### src/rtl/mem_pipe_ctrl.sv
// mem_pipe_ctrl: pipeline sequencing controller for the five-stage core.
//
// Drives the MEM-stage data-bus handshake (sram-like req / addr_ok / data_ok).
// It also derives the per-stage hold and bubble controls for the IF/ID, ID/EX,
// EX/MEM and MEM/WB segment registers. Hold/bubble sources are memory wait,
// divider busy, load-use hazard and MEM-stage exceptions. It keeps a saturating
// memory-stall counter and a sticky bus-timeout flag.
//
// Ports
//   clk, resetn        core clock, asynchronous active-low reset
//   mem_data_en        instruction in MEM needs a data access
//   mem_data_wen[3:0]  byte write enables (nonzero = store)
//   mem_ex             exception raised by the instruction in MEM
//   div_busy           EX-stage divider not finished
//   ex_load_use        ID depends on a load currently in EX
//   inst_busy          fetch side waiting on the instruction bus
//   data_addr_ok       data bus accepted the address
//   data_data_ok       data bus returned / acknowledged data
//   data_req, data_wr  data bus request and write qualifier
//   stall_if..mem      hold the corresponding segment register
//   flush_id..wb       load a bubble into that stage
//   exc_flush          exception commit pulse (PC redirect)
//   mem_rdata_vld      load data valid this cycle
//   stall_cnt          saturating count of memory-stall cycles
//   bus_err            sticky bus timeout
module mem_pipe_ctrl #(
  parameter int unsigned CNT_W   = 32,
  parameter int unsigned TIMEOUT = 1023
) (
  input  logic             clk,
  input  logic             resetn,
  input  logic             mem_data_en,
  input  logic [3:0]       mem_data_wen,
  input  logic             mem_ex,
  input  logic             div_busy,
  input  logic             ex_load_use,
  input  logic             inst_busy,
  input  logic             data_addr_ok,
  input  logic             data_data_ok,
  output logic             data_req,
  output logic             data_wr,
  output logic             stall_if,
  output logic             stall_id,
  output logic             stall_ex,
  output logic             stall_mem,
  output logic             flush_id,
  output logic             flush_ex,
  output logic             flush_mem,
  output logic             flush_wb,
  output logic             exc_flush,
  output logic             mem_rdata_vld,
  output logic [CNT_W-1:0] stall_cnt,
  output logic             bus_err
);

  localparam int unsigned WaitW = $clog2(TIMEOUT + 1);
  localparam logic [WaitW-1:0] WaitMax = WaitW'(TIMEOUT);

  typedef enum logic [1:0] {
    StIdle,
    StAddr,
    StData
  } state_e;

  state_e             state_q, state_d;
  logic               wr_q, wr_d;
  logic [WaitW-1:0]   wait_q, wait_d;
  logic               bus_err_q, bus_err_d;
  logic [CNT_W-1:0]   stall_cnt_q, stall_cnt_d;

  logic               in_idle, in_addr, in_data;
  logic               issue;
  logic               req_raw;
  logic               busy_raw;
  logic               exc_raw;
  logic [WaitW-1:0]   wait_inc;

  assign in_idle = (state_q == StIdle);
  assign in_addr = (state_q == StAddr);
  assign in_data = (state_q == StData);

  // A new access starts only from IDLE; an exception in MEM suppresses it.
  assign issue    = in_idle & mem_data_en & ~mem_ex;
  assign req_raw  = issue | in_addr;
  assign busy_raw = issue | in_addr | (in_data & ~data_data_ok);
  assign exc_raw  = in_idle & mem_ex;

  // Wait counter stops at TIMEOUT so it never wraps back below the threshold.
  assign wait_inc = (wait_q == WaitMax) ? wait_q : wait_q + WaitW'(1);

  always_comb begin
    state_d = state_q;
    wr_d    = wr_q;
    wait_d  = wait_q;
    unique case (state_q)
      StIdle: begin
        if (issue) begin
          wr_d    = |mem_data_wen;
          wait_d  = '0;
          state_d = data_addr_ok ? StData : StAddr;
        end
      end
      StAddr: begin
        wait_d = wait_inc;
        if (data_addr_ok) state_d = StData;
      end
      StData: begin
        // addr_ok is meaningless here since data_req is low.
        wait_d = wait_inc;
        if (data_data_ok) state_d = StIdle;
      end
      default: state_d = StIdle;
    endcase
  end

  // The FSM keeps waiting after a timeout; only the flag records it.
  assign bus_err_d = bus_err_q | ((in_addr | in_data) & (wait_d == WaitMax));

  always_comb begin
    stall_cnt_d = stall_cnt_q;
    if (busy_raw && (stall_cnt_q != {CNT_W{1'b1}})) begin
      stall_cnt_d = stall_cnt_q + CNT_W'(1);
    end
  end

  always_ff @(posedge clk or negedge resetn) begin
    if (!resetn) begin
      state_q     <= StIdle;
      wr_q        <= 1'b0;
      wait_q      <= '0;
      bus_err_q   <= 1'b0;
      stall_cnt_q <= '0;
    end else begin
      state_q     <= state_d;
      wr_q        <= wr_d;
      wait_q      <= wait_d;
      bus_err_q   <= bus_err_d;
      stall_cnt_q <= stall_cnt_d;
    end
  end

  // Stall chain and bubbles. An exception commit overrides everything: every
  // segment advances and every stage receives a bubble. All combinational
  // outputs are gated by resetn so they read 0 while reset is held.
  always_comb begin
    logic s_mem, s_ex, s_id, s_if;
    s_mem = busy_raw;
    s_ex  = s_mem | div_busy;
    s_id  = s_ex | ex_load_use;
    s_if  = s_id | inst_busy;

    stall_mem = 1'b0;
    stall_ex  = 1'b0;
    stall_id  = 1'b0;
    stall_if  = 1'b0;
    flush_wb  = 1'b0;
    flush_mem = 1'b0;
    flush_ex  = 1'b0;
    flush_id  = 1'b0;

    if (resetn) begin
      if (exc_raw) begin
        flush_wb  = 1'b1;
        flush_mem = 1'b1;
        flush_ex  = 1'b1;
        flush_id  = 1'b1;
      end else begin
        stall_mem = s_mem;
        stall_ex  = s_ex;
        stall_id  = s_id;
        stall_if  = s_if;
        flush_wb  = s_mem;
        flush_mem = s_ex & ~s_mem;
        flush_ex  = s_id & ~s_ex;
        flush_id  = s_if & ~s_id;
      end
    end
  end

  assign data_req      = resetn & req_raw;
  assign data_wr       = resetn & req_raw & (|mem_data_wen);
  assign exc_flush     = resetn & exc_raw;
  assign mem_rdata_vld = resetn & in_data & data_data_ok & ~wr_q;
  assign stall_cnt     = stall_cnt_q;
  assign bus_err       = bus_err_q;

endmodule

### config.mk
export PLATFORM = sky130hd
export DESIGN_NAME = mem_pipe_ctrl
export DESIGN_NICKNAME = d
export VERILOG_FILES = /design/src/rtl/mem_pipe_ctrl.sv
export SDC_FILE = /design/constraint.sdc
export NUM_CORES = 1
export LEC_CHECK = 0
export CAP_MARGIN = 0
export CELL_PAD_IN_SITES_DETAIL_PLACEMENT = 0
export CELL_PAD_IN_SITES_GLOBAL_PLACEMENT = 1
export CORE_MARGIN = 3
export CORE_UTILIZATION = 30
export CTS_BUF_LIST = sky130_fd_sc_hd__clkbuf_2
export DETAILED_ROUTE_END_ITERATION = 12
export PLACE_DENSITY = 0.75
export SETUP_SLACK_MARGIN = 0.15
export SKIP_CTS_REPAIR_TIMING = 1
export SYNTH_ARGS = -nofsm -noshare
export SYNTH_HDL_FRONTEND = slang
export SYNTH_SLANG_ARGS = --single-unit
### constraint.sdc
create_clock -name clk -period 5.88 [get_ports clk]
set_clock_uncertainty 0.2 [all_clocks]
set_input_delay 1.764 -clock clk [delete_from_list [all_inputs] [get_ports clk]]
set_output_delay 1.764 -clock clk [all_outputs]
set_load 0.01 [all_outputs]
==> impl_metrics.yaml <==
status:
  outcome: "complete, no violations"
final_layout:
  diodes: 0
  final_nets: 364
  layout.cell_area.non_filler_um2: 3510
  area_overhead_vs_synth_pct: 27.5
  fraction_of_final_layout_cells_with_drive_strength_greater_than_1_pct: 8.96
  layout.cells.most_common: "sky130_fd_sc_hd__clkdlybuf4s50_1"
  layout_common_cells: "sky130_fd_sc_hd__clkdlybuf4s50_1, sky130_fd_sc_hd__dfrtp_1, sky130_fd_sc_hd__xor2_1"
  fillCellCount: 885
floorplanning:
  coreArea_um2: 8810
  design.portCount: 58
  floorplan.die_area_um2: 10400
  row_count: 34
  initial_utilization_pct: 31.3
  die_w_um: 102
  die_h_um: 102
power:
  p_clk_share_pct: 14.0
  internal_power_w: 0.000588
  power.switching_fraction_pct: 41.2
  p_seq_share_pct: 41.3
  total_power_per_unit_cell_area_nw_per_um2: 285
  power.leakage_nw: 1.58
  peak_ir_drop_on_the_vdd_network_mv: 0.193
  fin_total_pwr_w: 0.00100
  total_switching_power_w: 0.000412
  comb_power_share_pct: 44.6
drt:
  met2RoutedLength_mm: 3.10
  drcViolationCount: 0
  antenna_violating_nets_post_route: 0
  post_drt_wl_per_cell_um: 15.4
  topRoutingLayerUsed: "met4"
  initialDrtViolationCount: 170
  met1_length_mm: 3.46
  routed_wl_mm: 7.01
  drt_first_pass_iters: 4
  via_per_inst: 5.28
  dr_wl_met3_um: 366
  detailroute.via_count: 2395
logic_synthesis:
  syn_area_per_cell_um2: 9.69
  synth-edff-count: 0
  yosys_most_used_dff: "sky130_fd_sc_hd__dfrtp_1"
  synth-async-reset-ratio_pct: 100
  synth_seq_area_share_pct: 41.8
  postSynthRegisterBits: 46
  synth.yosys.warnings: 0
  synthesis.area_um2: 2750
  syn_nets: 303
  number_of_distinct_library_cells_after_synthesis: 60
  netlist_instances: 284
timing:
  rsz_0062_raised_after_global_routing: "true"
  count_of_final_max_slew_check_failures: 0
  tightestPinTransition_ns: 0.625
  hold_slack_ns: 0.310
  final.setup.tns_ns: 0
  min_period_ns: 5.79
  fmax_mhz: 173
  period_share_pct: 98.4
  final-hold-violation-count: 0
  setup_viol: 0
  max_slew_margin_pct: 58.0
critical_path:
  setup.worst_path.end_class: "output pin"
  cp.arrival_ns: 3.82
  critical-path-top-delay-family: "buffers and inverters"
  cpMaxStageDelayCell: "sky130_fd_sc_hd__clkdlybuf4s50_1"
  critical_path.startpoint_type: "primary input"
  crit_fanout: 3
  max_stage_delay_ns: 0.56
  critical_path.most_common_cell: "sky130_fd_sc_hd__clkdlybuf4s50_1"
  cp.buffers_inverters: 2
  worstPathRequired_ns: 3.92
  path_class: "in2out"
  crit_path_cell_trace: "clkdlybuf4s50_1, and3b_4, or3_4, nor3_4, nand2_1, a21boi_0, clkdlybuf4s50_1"
clocking:
  cts_num_sinks: 46
  clock_latency_ns: 0.43
  cts_tree: "built"
  clockBufferDepth: 2
  cts_max_level: 2
  cts_root_buffer_type: "sky130_fd_sc_hd__clkbuf_2"
  clk_slew_on_worst_s_h_paths_ns: 0.26
  cts_buffers: 5
min_path:
  min-delay-path-class: "reg2reg"
place:
  gpl.final_weighted_congestion: 0.945
  postPlaceCellArea_um2: 3450
  place.port_buffers: 57
  hpwl_mm: 5.08
global_route:
  grt_use_total_pct: 14.1
  grt.overflow.total: 0
  grt_pass1_vias: 2319
  grt_antenna_before_repair: 0
  grt_max_degree: 44
  grt_first_pass_wirelength_mm: 11.8
run:
  max-cap-violations: 0
sequential cells by signal (all words and copies together) (netlist names):
signal,count
stall_cnt,32
wait_q,10
state_q,2
bus_err,1
wr_q,1
final timing paths:
path	from	endpoint	slack, ns	cells past startpoint
worst max-delay path	mem_ex	flush_id	0.09	7
worst min-delay path	stall_cnt[13]	stall_cnt[13]	0.31	1
worst max register to register	state_q[0]	stall_cnt[23]	2.98	9
worst min register to register	stall_cnt[13]	stall_cnt[13]	0.31	1
max in group asynchronous	resetn	wait_q[1]	3.74	2
min in group asynchronous	resetn	state_q[0]	0.95	1
synth_stat cells, types with 2 or more instances:
master / count / area (um^2)
sky130_fd_sc_hd__o211ai_1: 2 / 15.0
sky130_fd_sc_hd__a311oi_1: 2 / 17.5
sky130_fd_sc_hd__and2_1: 3 / 18.8
sky130_fd_sc_hd__o21ai_0: 5 / 25.0
sky130_fd_sc_hd__nor3b_1: 2 / 15.0
sky130_fd_sc_hd__xnor2_1: 4 / 35.0
sky130_fd_sc_hd__o31ai_1: 2 / 15.0
sky130_fd_sc_hd__ha_1: 6 / 75.1
sky130_fd_sc_hd__inv_1: 15 / 56.3
sky130_fd_sc_hd__nor3_1: 12 / 60.1
sky130_fd_sc_hd__a31oi_1: 3 / 18.8
sky130_fd_sc_hd__nor2b_1: 3 / 18.8
sky130_fd_sc_hd__xor2_1: 26 / 228
sky130_fd_sc_hd__o311a_1: 2 / 20.0
sky130_fd_sc_hd__and4_1: 6 / 52.6
sky130_fd_sc_hd__a21boi_0: 4 / 30.0
sky130_fd_sc_hd__o41ai_1: 2 / 17.5
sky130_fd_sc_hd__nor4_1: 9 / 56.3
sky130_fd_sc_hd__a21o_1: 2 / 15.0
sky130_fd_sc_hd__nor2_1: 15 / 56.3
sky130_fd_sc_hd__a211oi_1: 2 / 15.0
sky130_fd_sc_hd__and3_1: 6 / 37.5
sky130_fd_sc_hd__a21oi_1: 10 / 50.1
sky130_fd_sc_hd__buf_2: 5 / 25.0
sky130_fd_sc_hd__nand3_1: 15 / 75.1
sky130_fd_sc_hd__a41oi_1: 2 / 17.5
sky130_fd_sc_hd__nand4_1: 7 / 43.8
sky130_fd_sc_hd__or3_1: 3 / 18.8
sky130_fd_sc_hd__dfrtp_1: 46 / 1150
sky130_fd_sc_hd__buf_4: 2 / 15.0
sky130_fd_sc_hd__nand2_1: 24 / 90.1
sky130_fd_sc_hd__nand2b_1: 4 / 25.0
sky130_fd_sc_hd__nor4_2: 6 / 75.1
layer usage:
layer  global-route usage (%)  vias to the layer above
met1                     20.0                     1158
met4                     4.29                        0
met3                     3.10                        6
met2                     21.4                       66
met5                        0                        -
li1                         -                     1165
worst reg2reg max path, stage by stage, from the launching register on:
cell and delay (ns):
sky130_fd_sc_hd__dfrtp_1 0.47, sky130_fd_sc_hd__inv_1 0.09, sky130_fd_sc_hd__ha_1 0.35, sky130_fd_sc_hd__and3b_4 0.25, sky130_fd_sc_hd__buf_4 0.12, sky130_fd_sc_hd__nor3_2 0.05
sky130_fd_sc_hd__buf_4 0.17, sky130_fd_sc_hd__or4_1 0.71, sky130_fd_sc_hd__nor4_4 0.28, sky130_fd_sc_hd__xor2_1 0.16
power by group through the flow:
stage / clock, W / combinational, W / sequential, W
6_report: 0.000140 / 0.000446 / 0.000413
5_1_grt: 0.000159 / 0.000493 / 0.000420
4_1_cts: 0.000150 / 0.000436 / 0.000411
3_5_place_dp: 0 / 0.000433 / 0.000415
3_3_place_gp: 0 / 0.000428 / 0.000416
2_1_floorplan: 0 / 0.000269 / 0.000408
metrics by stage:
| stage | std cells | utilization, % | worst slack [ns] |
|---|---|---|---|
| 4_1_cts | 454 | 39.6 | 0.0330 |
| 6_report | 454 | 39.9 | 0.0942 |
| 3_5_place_dp | 446 | 39.1 | 0.0375 |
| 3_3_place_gp | 446 | 39.1 | 0.0452 |
| 5_1_grt | 454 | 39.9 | 0.0531 |
| 2_1_floorplan | 284 | - | 0.931 |
layout make-up:
class	instances	area [um^2]	share of cell area, %
multi-input combinational	213	1500	42.8
sequential	46	1150	32.8
timing repair buffer	64	623	17.7
tap	108	135	3.85
inverter	15	56.3	1.60
clock buffer	6	30.0	0.855
clock inverter	2	13.8	0.392
logic make-up (layout without fill, tap and decap cells):
group	Yosys count	after routing	share of synthesized area [%]
adder cells (fa/ha/maj)	6	6	2.73
XOR/XNOR	30	30	9.55
multiplexers	2	2	0.818
AO/OA/AOI/OAI	49	49	12.7
buffers and inverters	25	87	4.23
flip-flops	46	46	41.8
AND/OR/NAND/NOR	126	126	28.1
(Power assumes the default switching activity.)
